File: src/rtl/mem_arbiter_pkg.sv
// Shared definitions for the two-port memory arbiter: FSM encoding, default
// widths and port indices.
package mem_arbiter_pkg;

    localparam int DEF_DATA_WIDTH = 16;
    localparam int DEF_ADDR_WIDTH = 10;
    localparam int DEF_MAX_BURST  = 8;

    localparam logic PORT0 = 1'b0;
    localparam logic PORT1 = 1'b1;

    typedef logic [1:0] arb_state_t;

    localparam arb_state_t ST_IDLE = 2'd0;
    localparam arb_state_t ST_OWN0 = 2'd1;
    localparam arb_state_t ST_OWN1 = 2'd2;

endpackage

File: src/rtl/mem_arbiter_rr_pick2.sv
// Combinational two-way chooser: one-hot grant from two requests, with ties
// resolved away from the most recently granted port.
module rr_pick2
    import mem_arbiter_pkg::*;
(
    input  logic       req0_i,
    input  logic       req1_i,
    input  logic       last_i,
    output logic [1:0] gnt_o
);

    // Pick the single requester, or on a tie the port that did not win last.
    always_comb begin
        gnt_o = 2'b00;
        case ({req1_i, req0_i})
            2'b01:   gnt_o = 2'b01;
            2'b10:   gnt_o = 2'b10;
            2'b11:   gnt_o = (last_i == PORT1) ? 2'b01 : 2'b10;
            default: gnt_o = 2'b00;
        endcase
    end

endmodule

File: src/rtl/mem_arbiter.sv
// Two-requester arbiter in front of a single-port-per-direction memory.
// Build option MEM_ARB_FIXED_PRIO_EN: port 0 always wins ties in IDLE.
module mem_arbiter
    import mem_arbiter_pkg::*;
#(
    parameter int DATA_WIDTH = DEF_DATA_WIDTH,
    parameter int ADDR_WIDTH = DEF_ADDR_WIDTH,
    parameter int MAX_BURST  = DEF_MAX_BURST
) (
    input  logic                  clk,
    input  logic                  reset_n,
    input  logic                  req0,
    input  logic                  req1,
    input  logic                  we0,
    input  logic                  we1,
    input  logic                  lock0,
    input  logic                  lock1,
    input  logic [ADDR_WIDTH-1:0] addr0,
    input  logic [ADDR_WIDTH-1:0] addr1,
    input  logic [DATA_WIDTH-1:0] wdata0,
    input  logic [DATA_WIDTH-1:0] wdata1,
    output logic                  gnt0,
    output logic                  gnt1,
    output logic                  rvalid0,
    output logic                  rvalid1,
    output logic [DATA_WIDTH-1:0] rdata,
    output logic [DATA_WIDTH-1:0] mem_data,
    output logic [ADDR_WIDTH-1:0] mem_read_addr,
    output logic [ADDR_WIDTH-1:0] mem_write_addr,
    output logic                  mem_we,
    input  logic [DATA_WIDTH-1:0] mem_q
);

    localparam int CNT_W = (MAX_BURST > 1) ? $clog2(MAX_BURST) : 1;
    localparam logic [CNT_W-1:0] BURST_LIMIT = CNT_W'(MAX_BURST - 1);

    arb_state_t            state_q, state_d;
    logic                  last_q, last_d;
    logic [CNT_W-1:0]      cnt_q, cnt_d;
    logic                  rvalid0_q, rvalid0_d;
    logic                  rvalid1_q, rvalid1_d;
    logic [ADDR_WIDTH-1:0] hold_addr_q, hold_addr_d;
    logic [DATA_WIDTH-1:0] hold_data_q, hold_data_d;

    logic [1:0]            pick_s;
    logic [1:0]            gnt_s;
    logic                  tie_last_s;
    logic [CNT_W-1:0]      base_cnt_s;
    logic [ADDR_WIDTH-1:0] mem_addr_s;

`ifdef MEM_ARB_FIXED_PRIO_EN
    assign tie_last_s = PORT1;
`else
    assign tie_last_s = last_q;
`endif

    rr_pick2 u_pick (
        .req0_i (req0),
        .req1_i (req1),
        .last_i (tie_last_s),
        .gnt_o  (pick_s)
    );

    // An owning port keeps the grant while it requests; otherwise arbitrate fresh.
    always_comb begin
        gnt_s = 2'b00;
        if (!reset_n) begin
            gnt_s = 2'b00;
        end else begin
            case (state_q)
                ST_OWN0: gnt_s = req0 ? 2'b01 : pick_s;
                ST_OWN1: gnt_s = req1 ? 2'b10 : pick_s;
                default: gnt_s = pick_s;
            endcase
        end
    end

    // A burst continues only when the owner itself is re-granted; a new winner starts from zero.
    always_comb begin
        base_cnt_s = '0;
        if ((state_q == ST_OWN0 && gnt_s[0]) || (state_q == ST_OWN1 && gnt_s[1])) begin
            base_cnt_s = cnt_q;
        end else begin
            base_cnt_s = '0;
        end
    end

    // Next FSM state, burst counter and last-granted pointer.
    always_comb begin
        state_d = ST_IDLE;
        cnt_d   = '0;
        last_d  = last_q;
        if (gnt_s[0]) begin
            last_d = PORT0;
            if (lock0 && (base_cnt_s < BURST_LIMIT)) begin
                state_d = ST_OWN0;
                cnt_d   = base_cnt_s + CNT_W'(1);
            end else begin
                state_d = ST_IDLE;
                cnt_d   = '0;
            end
        end else if (gnt_s[1]) begin
            last_d = PORT1;
            if (lock1 && (base_cnt_s < BURST_LIMIT)) begin
                state_d = ST_OWN1;
                cnt_d   = base_cnt_s + CNT_W'(1);
            end else begin
                state_d = ST_IDLE;
                cnt_d   = '0;
            end
        end else begin
            state_d = ST_IDLE;
            cnt_d   = '0;
        end
    end

    // Memory-side steering; address and data hold their last values when idle.
    always_comb begin
        mem_we     = 1'b0;
        mem_addr_s = hold_addr_q;
        mem_data   = hold_data_q;
        if (gnt_s[0]) begin
            mem_we     = we0;
            mem_addr_s = addr0;
            mem_data   = wdata0;
        end else if (gnt_s[1]) begin
            mem_we     = we1;
            mem_addr_s = addr1;
            mem_data   = wdata1;
        end else begin
            mem_we     = 1'b0;
            mem_addr_s = hold_addr_q;
            mem_data   = hold_data_q;
        end
    end

    assign hold_addr_d = mem_addr_s;
    assign hold_data_d = mem_data;
    assign rvalid0_d   = gnt_s[0] & ~we0;
    assign rvalid1_d   = gnt_s[1] & ~we1;

    // State and pipeline registers with synchronous active-low reset.
    always_ff @(posedge clk) begin
        if (!reset_n) begin
            state_q     <= ST_IDLE;
            last_q      <= PORT1;
            cnt_q       <= '0;
            rvalid0_q   <= 1'b0;
            rvalid1_q   <= 1'b0;
            hold_addr_q <= '0;
            hold_data_q <= '0;
        end else begin
            state_q     <= state_d;
            last_q      <= last_d;
            cnt_q       <= cnt_d;
            rvalid0_q   <= rvalid0_d;
            rvalid1_q   <= rvalid1_d;
            hold_addr_q <= hold_addr_d;
            hold_data_q <= hold_data_d;
        end
    end

    assign gnt0           = gnt_s[0];
    assign gnt1           = gnt_s[1];
    assign rvalid0        = rvalid0_q;
    assign rvalid1        = rvalid1_q;
    // The memory already registers its output, so read data is passed through while valid.
    assign rdata          = (rvalid0_q | rvalid1_q) ? mem_q : '0;
    assign mem_read_addr  = mem_addr_s;
    assign mem_write_addr = mem_addr_s;

endmodule

File: config.mk
export PLATFORM = sky130hd
export DESIGN_NAME = mem_arbiter
export DESIGN_NICKNAME = d
export VERILOG_FILES = /design/src/rtl/mem_arbiter_pkg.sv /design/src/rtl/mem_arbiter_rr_pick2.sv /design/src/rtl/mem_arbiter.sv
export SDC_FILE = /design/constraint.sdc
export NUM_CORES = 1
export LEC_CHECK = 0
export CORE_MARGIN = 2
export CORE_UTILIZATION = 40
export CTS_BUF_LIST = sky130_fd_sc_hd__clkbuf_16
export DETAILED_ROUTE_END_ITERATION = 7
export PLACE_DENSITY = 0.89
export SETUP_SLACK_MARGIN = 0.1
export SLEW_MARGIN = 25
export SYNTH_ARGS = -nofsm -noshare
export SYNTH_HDL_FRONTEND = slang
export SYNTH_SLANG_ARGS = --single-unit
export TNS_END_PERCENT = 30
File: constraint.sdc
create_clock -name clk -period 4.9 [get_ports clk]
set_input_delay 0.735 -clock clk [delete_from_list [all_inputs] [get_ports clk]]
set_output_delay 0.735 -clock clk [all_outputs]
set_load 0.05 [all_outputs]
==> report_table.html <==
<table>
<tr><th>Metric</th><th>Value</th></tr>
<tr><th colspan="2">STA</th></tr>
<tr><td>Pin slew with the least headroom to its limit</td><td>939 ps</td></tr>
<tr><td>Setup violation total in the final timing report</td><td>0</td></tr>
<tr><td>Max Freq</td><td>243 MHz</td></tr>
<tr><td>Minimum setup slack in the final design</td><td>781 ps</td></tr>
<tr><td>Unrepaired setup endpoints after global routing</td><td>no</td></tr>
<tr><td>Final hold violations</td><td>0</td></tr>
<tr><td>Final max-slew violation count</td><td>0</td></tr>
<tr><td>Final hold slack</td><td>roughly 470 ps</td></tr>
<tr><td>Worst Skew</td><td>6.64 ps</td></tr>
<tr><td>Final cycle utilization of the critical path</td><td>a little over four fifths</td></tr>
<tr><td>Total negative slack</td><td>0 ps</td></tr>
<tr><td>Max transition margin</td><td>between 30% and 40%</td></tr>
<tr><td>Period minus WS final</td><td>between 4000 and 5000 ps</td></tr>
<tr><th colspan="2">Synth</th></tr>
<tr><td>Area share of the largest cell type after synthesis</td><td>29.2%</td></tr>
<tr><td>Mux contribution to synthesized area</td><td>11.1%</td></tr>
<tr><td>Synthesized area per cell</td><td>between 7 and 8 um^2</td></tr>
<tr><td>Mapped Cells</td><td>~320</td></tr>
<tr><td>Synth Area in Compound Gates</td><td>about a quarter</td></tr>
<tr><td>Most common cell in the netlist</td><td>sky130_fd_sc_hd__nand2_1</td></tr>
<tr><td>Most instantiated cells after synthesis</td><td>sky130_fd_sc_hd__nand2_1 (58), sky130_fd_sc_hd__dfxtp_1 (34), sky130_fd_sc_hd__nor2_1 (33)</td></tr>
<tr><td>Number of flops mapped to enable cells by yosys</td><td>0</td></tr>
<tr><td>Synth Area in Adders</td><td>1.61%</td></tr>
<tr><td>Post-synthesis share of cell area spent on and, or, nand and nor gates</td><td>23.0%</td></tr>
<tr><td>Post-synthesis sequential area ratio</td><td>between 20% and 30%</td></tr>
<tr><td>Dominant cells by area after synthesis</td><td>sky130_fd_sc_hd__dfxtp_1 (29%), sky130_fd_sc_hd__mux2i_1 (11%), sky130_fd_sc_hd__nand2_1 (9.3%)</td></tr>
<tr><td>Synth Net Count</td><td>about 400</td></tr>
<tr><td>Most common flop cell mapped by yosys</td><td>sky130_fd_sc_hd__dfxtp_1</td></tr>
<tr><td>Post-synthesis async set-or-reset flop share</td><td>0%</td></tr>
<tr><td>Largest family of logic cells by synthesized area</td><td>compound AO/OA/AOI/OAI gates</td></tr>
<tr><td>Ys Warns</td><td>0</td></tr>
<tr><td>Xor-xnor portion of the synthesized cell area</td><td>0%</td></tr>
<tr><td>Netlist area before placement</td><td>0.00233 mm^2</td></tr>
<tr><td>Cell accounting for the most synthesized area</td><td>sky130_fd_sc_hd__dfxtp_1</td></tr>
<tr><td>Library cells used by synthesis</td><td>35</td></tr>
<tr><td>Number of register bits inferred by synthesis</td><td>34</td></tr>
<tr><th colspan="2">Power</th></tr>
<tr><td>Power density over the cells</td><td>around 320 mW/mm^2</td></tr>
<tr><td>Switching power summed over all nets</td><td>~0.5 mW</td></tr>
<tr><td>Internal Power</td><td>between 0.7 and 0.8 mW</td></tr>
<tr><td>Seq pwr share</td><td>24.6%</td></tr>
<tr><td>Leakage</td><td>around 1.7 nW</td></tr>
<tr><td>Maximum vdd ir drop</td><td>229 uV</td></tr>
<tr><td>Fraction of power spent switching nets</td><td>between 30% and 40%</td></tr>
<tr><td>Share of total power in the clock network</td><td>22.0%</td></tr>
<tr><td>Post-layout total power</td><td>between 1 and 1.5 mW</td></tr>
<tr><td>Logic pwr share</td><td>a little over half</td></tr>
<tr><th colspan="2">Die</th></tr>
<tr><td>Height of the die</td><td>slightly above 80 um</td></tr>
<tr><td>Initial Utilization</td><td>41.9%</td></tr>
<tr><td>Chip width</td><td>between 80 and 90 um</td></tr>
<tr><td>IO Count</td><td>between 100 and 150</td></tr>
<tr><td>Row cnt</td><td>27</td></tr>
<tr><td>Placeable core region</td><td>approximately 0.0056 mm^2</td></tr>
<tr><td>Die outline area</td><td>0.00646 mm^2</td></tr>
<tr><th colspan="2">Setup path</th></tr>
<tr><td>Worst endpoint data arrival time</td><td>between 3000 and 4000 ps</td></tr>
<tr><td>Reg-to-reg critical path startpoint</td><td>state_q[0]$_SDFF_PN0_</td></tr>
<tr><td>Launch point of the critical path</td><td>req0</td></tr>
<tr><td>Required time at the endpoint of the critical path</td><td>between 4000 and 5000 ps</td></tr>
<tr><td>CP max stage delay</td><td>between 600 and 700 ps</td></tr>
<tr><td>Endpoint class of the critical path</td><td>primary output</td></tr>
<tr><td>Critical path fanouts, max</td><td>15</td></tr>
<tr><td>Start-to-end type of the worst setup path</td><td>in -&gt; out</td></tr>
<tr><td>FF-to-FF setup slack</td><td>roughly 2300 ps</td></tr>
<tr><td>Launching element type of the critical path</td><td>input pin</td></tr>
<tr><td>Cell at the slowest stage of the critical path</td><td>sky130_fd_sc_hd__clkdlybuf4s50_1</td></tr>
<tr><td>Cell chain of the critical path</td><td>clkdlybuf4s50_1 -&gt; and3_1 -&gt; a2111o_1 -&gt; buf_4 -&gt; mux2i_1 -&gt; a21oi_1 -&gt; buf_12</td></tr>
<tr><th colspan="2">Placed design</th></tr>
<tr><td>Placed insts</td><td>roughly 500</td></tr>
<tr><td>Post-Place Setup Slack</td><td>772 ps</td></tr>
<tr><td>Post-DP HPWL</td><td>~5.7 mm</td></tr>
<tr><td>Count of input and output buffers</td><td>about 130</td></tr>
<tr><td>Routability congestion estimate</td><td>roughly 0.81</td></tr>
<tr><th colspan="2">CTS</th></tr>
<tr><td>Clock tree from TritonCTS</td><td>built</td></tr>
<tr><td>Total of hold buffers inserted after clock tree synthesis</td><td>0</td></tr>
<tr><td>Clk buf depth</td><td>2</td></tr>
<tr><td>CTS buffer count</td><td>5</td></tr>
<tr><td>CTS Root Cell</td><td>sky130_fd_sc_hd__clkbuf_16</td></tr>
<tr><td>Source-to-sink clock delay at the later pin of the worst-skew pair</td><td>about 270 ps</td></tr>
<tr><td>Post-CTS resize count</td><td>0</td></tr>
<tr><td>CTS H-tree depth</td><td>2</td></tr>
<tr><td>Clock sink count</td><td>34</td></tr>
<tr><td>Clock Pin Slew Worst Setup and Hold Paths</td><td>50 ps</td></tr>
<tr><td>Post-CTS repair timing setup buffer count</td><td>0</td></tr>
<tr><th colspan="2">Global routing</th></tr>
<tr><td>Number of global-route vias before repair</td><td>~2700</td></tr>
<tr><td>Initial antenna violation count</td><td>0</td></tr>
<tr><td>Pin count of the biggest net entering global routing</td><td>34</td></tr>
<tr><td>First-pass GRT wire length</td><td>12.3 mm</td></tr>
<tr><td>Global routing usage summed across all routing layers</td><td>a little under a quarter</td></tr>
<tr><td>Global-route congestion overflow total</td><td>0</td></tr>
<tr><th colspan="2">Job</th></tr>
<tr><td>Number of maximum-capacitance violations</td><td>0</td></tr>
<tr><th colspan="2">Final layout</th></tr>
<tr><td>Proportion of layout cells with a drive suffix above 1</td><td>13.5%</td></tr>
<tr><td>Ant. Diodes</td><td>0</td></tr>
<tr><td>Layout fillers</td><td>approximately 420</td></tr>
<tr><td>Post-route insts no fill</td><td>a little over 500</td></tr>
<tr><td>Combined flip-flop and latch cell area</td><td>between 600 and 700 um^2</td></tr>
<tr><td>Growth of design area from synthesis to finish</td><td>76.2%</td></tr>
<tr><td>Nets</td><td>509</td></tr>
<tr><td>Multi-input gate area</td><td>around 0.0014 mm^2</td></tr>
<tr><th colspan="2">Drt</th></tr>
<tr><td>Final routed wire length divided by cell count</td><td>around 15 um</td></tr>
<tr><td>Antenna-violating nets left</td><td>0</td></tr>
<tr><td>Routed wire length</td><td>7.67 mm</td></tr>
<tr><td>Via-per-instance ratio</td><td>between 5 and 6</td></tr>
<tr><td>DR vias</td><td>roughly 2700</td></tr>
<tr><td>DRC marker count from the first detailed-route iteration</td><td>122</td></tr>
<tr><td>DRT Pass-1 Iters</td><td>6</td></tr>
<tr><td>Number of remaining DRC errors</td><td>0</td></tr>
<tr><th colspan="2">Run status</th></tr>
<tr><td>Result of the run</td><td>finished clean</td></tr>
<tr><th colspan="2">Worst hold path</th></tr>
<tr><td>HP Start</td><td>hold_data_q[12]$_SDFF_PN0_</td></tr>
<tr><td>Class of the tightest hold or removal check</td><td>reg -&gt; reg</td></tr>
</table>
## worst max-delay path: cells and delay by family
family / cells / cell delay, ps
AO/OA/AOI/OAI: 2 / 950
multiplexers: 1 / 120
AND/OR/NAND/NOR: 1 / 310
buffers and inverters: 3 / 1240
## final timing paths
path	endpoint	depth (start not counted)
min	hold_data_q[12]$_SDFF_PN0_	2
max	mem_data[6]	7
max reg2reg	cnt_q[1]$_SDFF_PN0_	7
min reg2reg	hold_data_q[12]$_SDFF_PN0_	2
## per-layer routing
metal  track usage [%]  part of all wire, %
met1              25.4                   38
met2              43.4                   50
met3              6.52                  9.8
met4              10.8                  2.4
met5                 0                    0
## state kept, by name, summed over array words and instances (netlist names)
register	flops
cnt_q	3
last_q	1
hold_addr_q	10
hold_data_q	16
state_q	2
rvalid1	1
rvalid0	1
## area by class of cell
class,count,area share [%]
flip-flops and latches,34,16.6
inverters,9,0.821
well taps,72,2.19
clock buffers,5,3.04
multi-input cells,242,35.1
repair buffers,138,42.0
clock inverters,3,0.274
## placed cells by master (no fill, tap or decap), types with 2 or more instances in the layout
cell and instances:
sky130_fd_sc_hd__or2_1 2, sky130_fd_sc_hd__dfxtp_1 34, sky130_fd_sc_hd__clkinv_1 3, sky130_fd_sc_hd__clkbuf_16 5, sky130_fd_sc_hd__inv_2 3, sky130_fd_sc_hd__a21oi_1 26, sky130_fd_sc_hd__nand4_1 2, sky130_fd_sc_hd__nand2_1 58
sky130_fd_sc_hd__clkdlybuf4s50_1 94, sky130_fd_sc_hd__o21ai_0 26, sky130_fd_sc_hd__inv_1 6, sky130_fd_sc_hd__and3_1 3, sky130_fd_sc_hd__buf_12 36, sky130_fd_sc_hd__a31oi_1 26, sky130_fd_sc_hd__nor2b_1 18, sky130_fd_sc_hd__nor2_1 33
sky130_fd_sc_hd__o21ai_1 2, sky130_fd_sc_hd__mux2i_1 26, sky130_fd_sc_hd__ha_1 3, sky130_fd_sc_hd__buf_4 7
## cell families after synthesis
family / Yosys count
AND/OR/NAND/NOR: 120
AO/OA/AOI/OAI: 93
buffers and inverters: 43
flip-flops: 34
multiplexers: 26
adder cells (fa/ha/maj): 3
## power by group through the flow
stage	logic [mW]	clock network (mW)	registers [mW]
final	0.694	0.286	0.319
after global routing	0.729	0.304	0.322
after CTS	0.697	0.292	0.319
after detailed placement	0.696	0	0.325
after global placement	0.681	0	0.323
after floorplan	0.376	0	0.322
## per-stage QoR
| step | util, % | instance area, um^2 |
|---|---|---|
| detailed placement | 71.3 | 3980 |
| global route | 73.8 | 4110 |
| finish | 73.8 | 4110 |
| floorplan | - | 2330 |
| CTS | 73.8 | 4110 |
| global placement | 71.1 | 3960 |
Power figures use the tool's default switching activity.
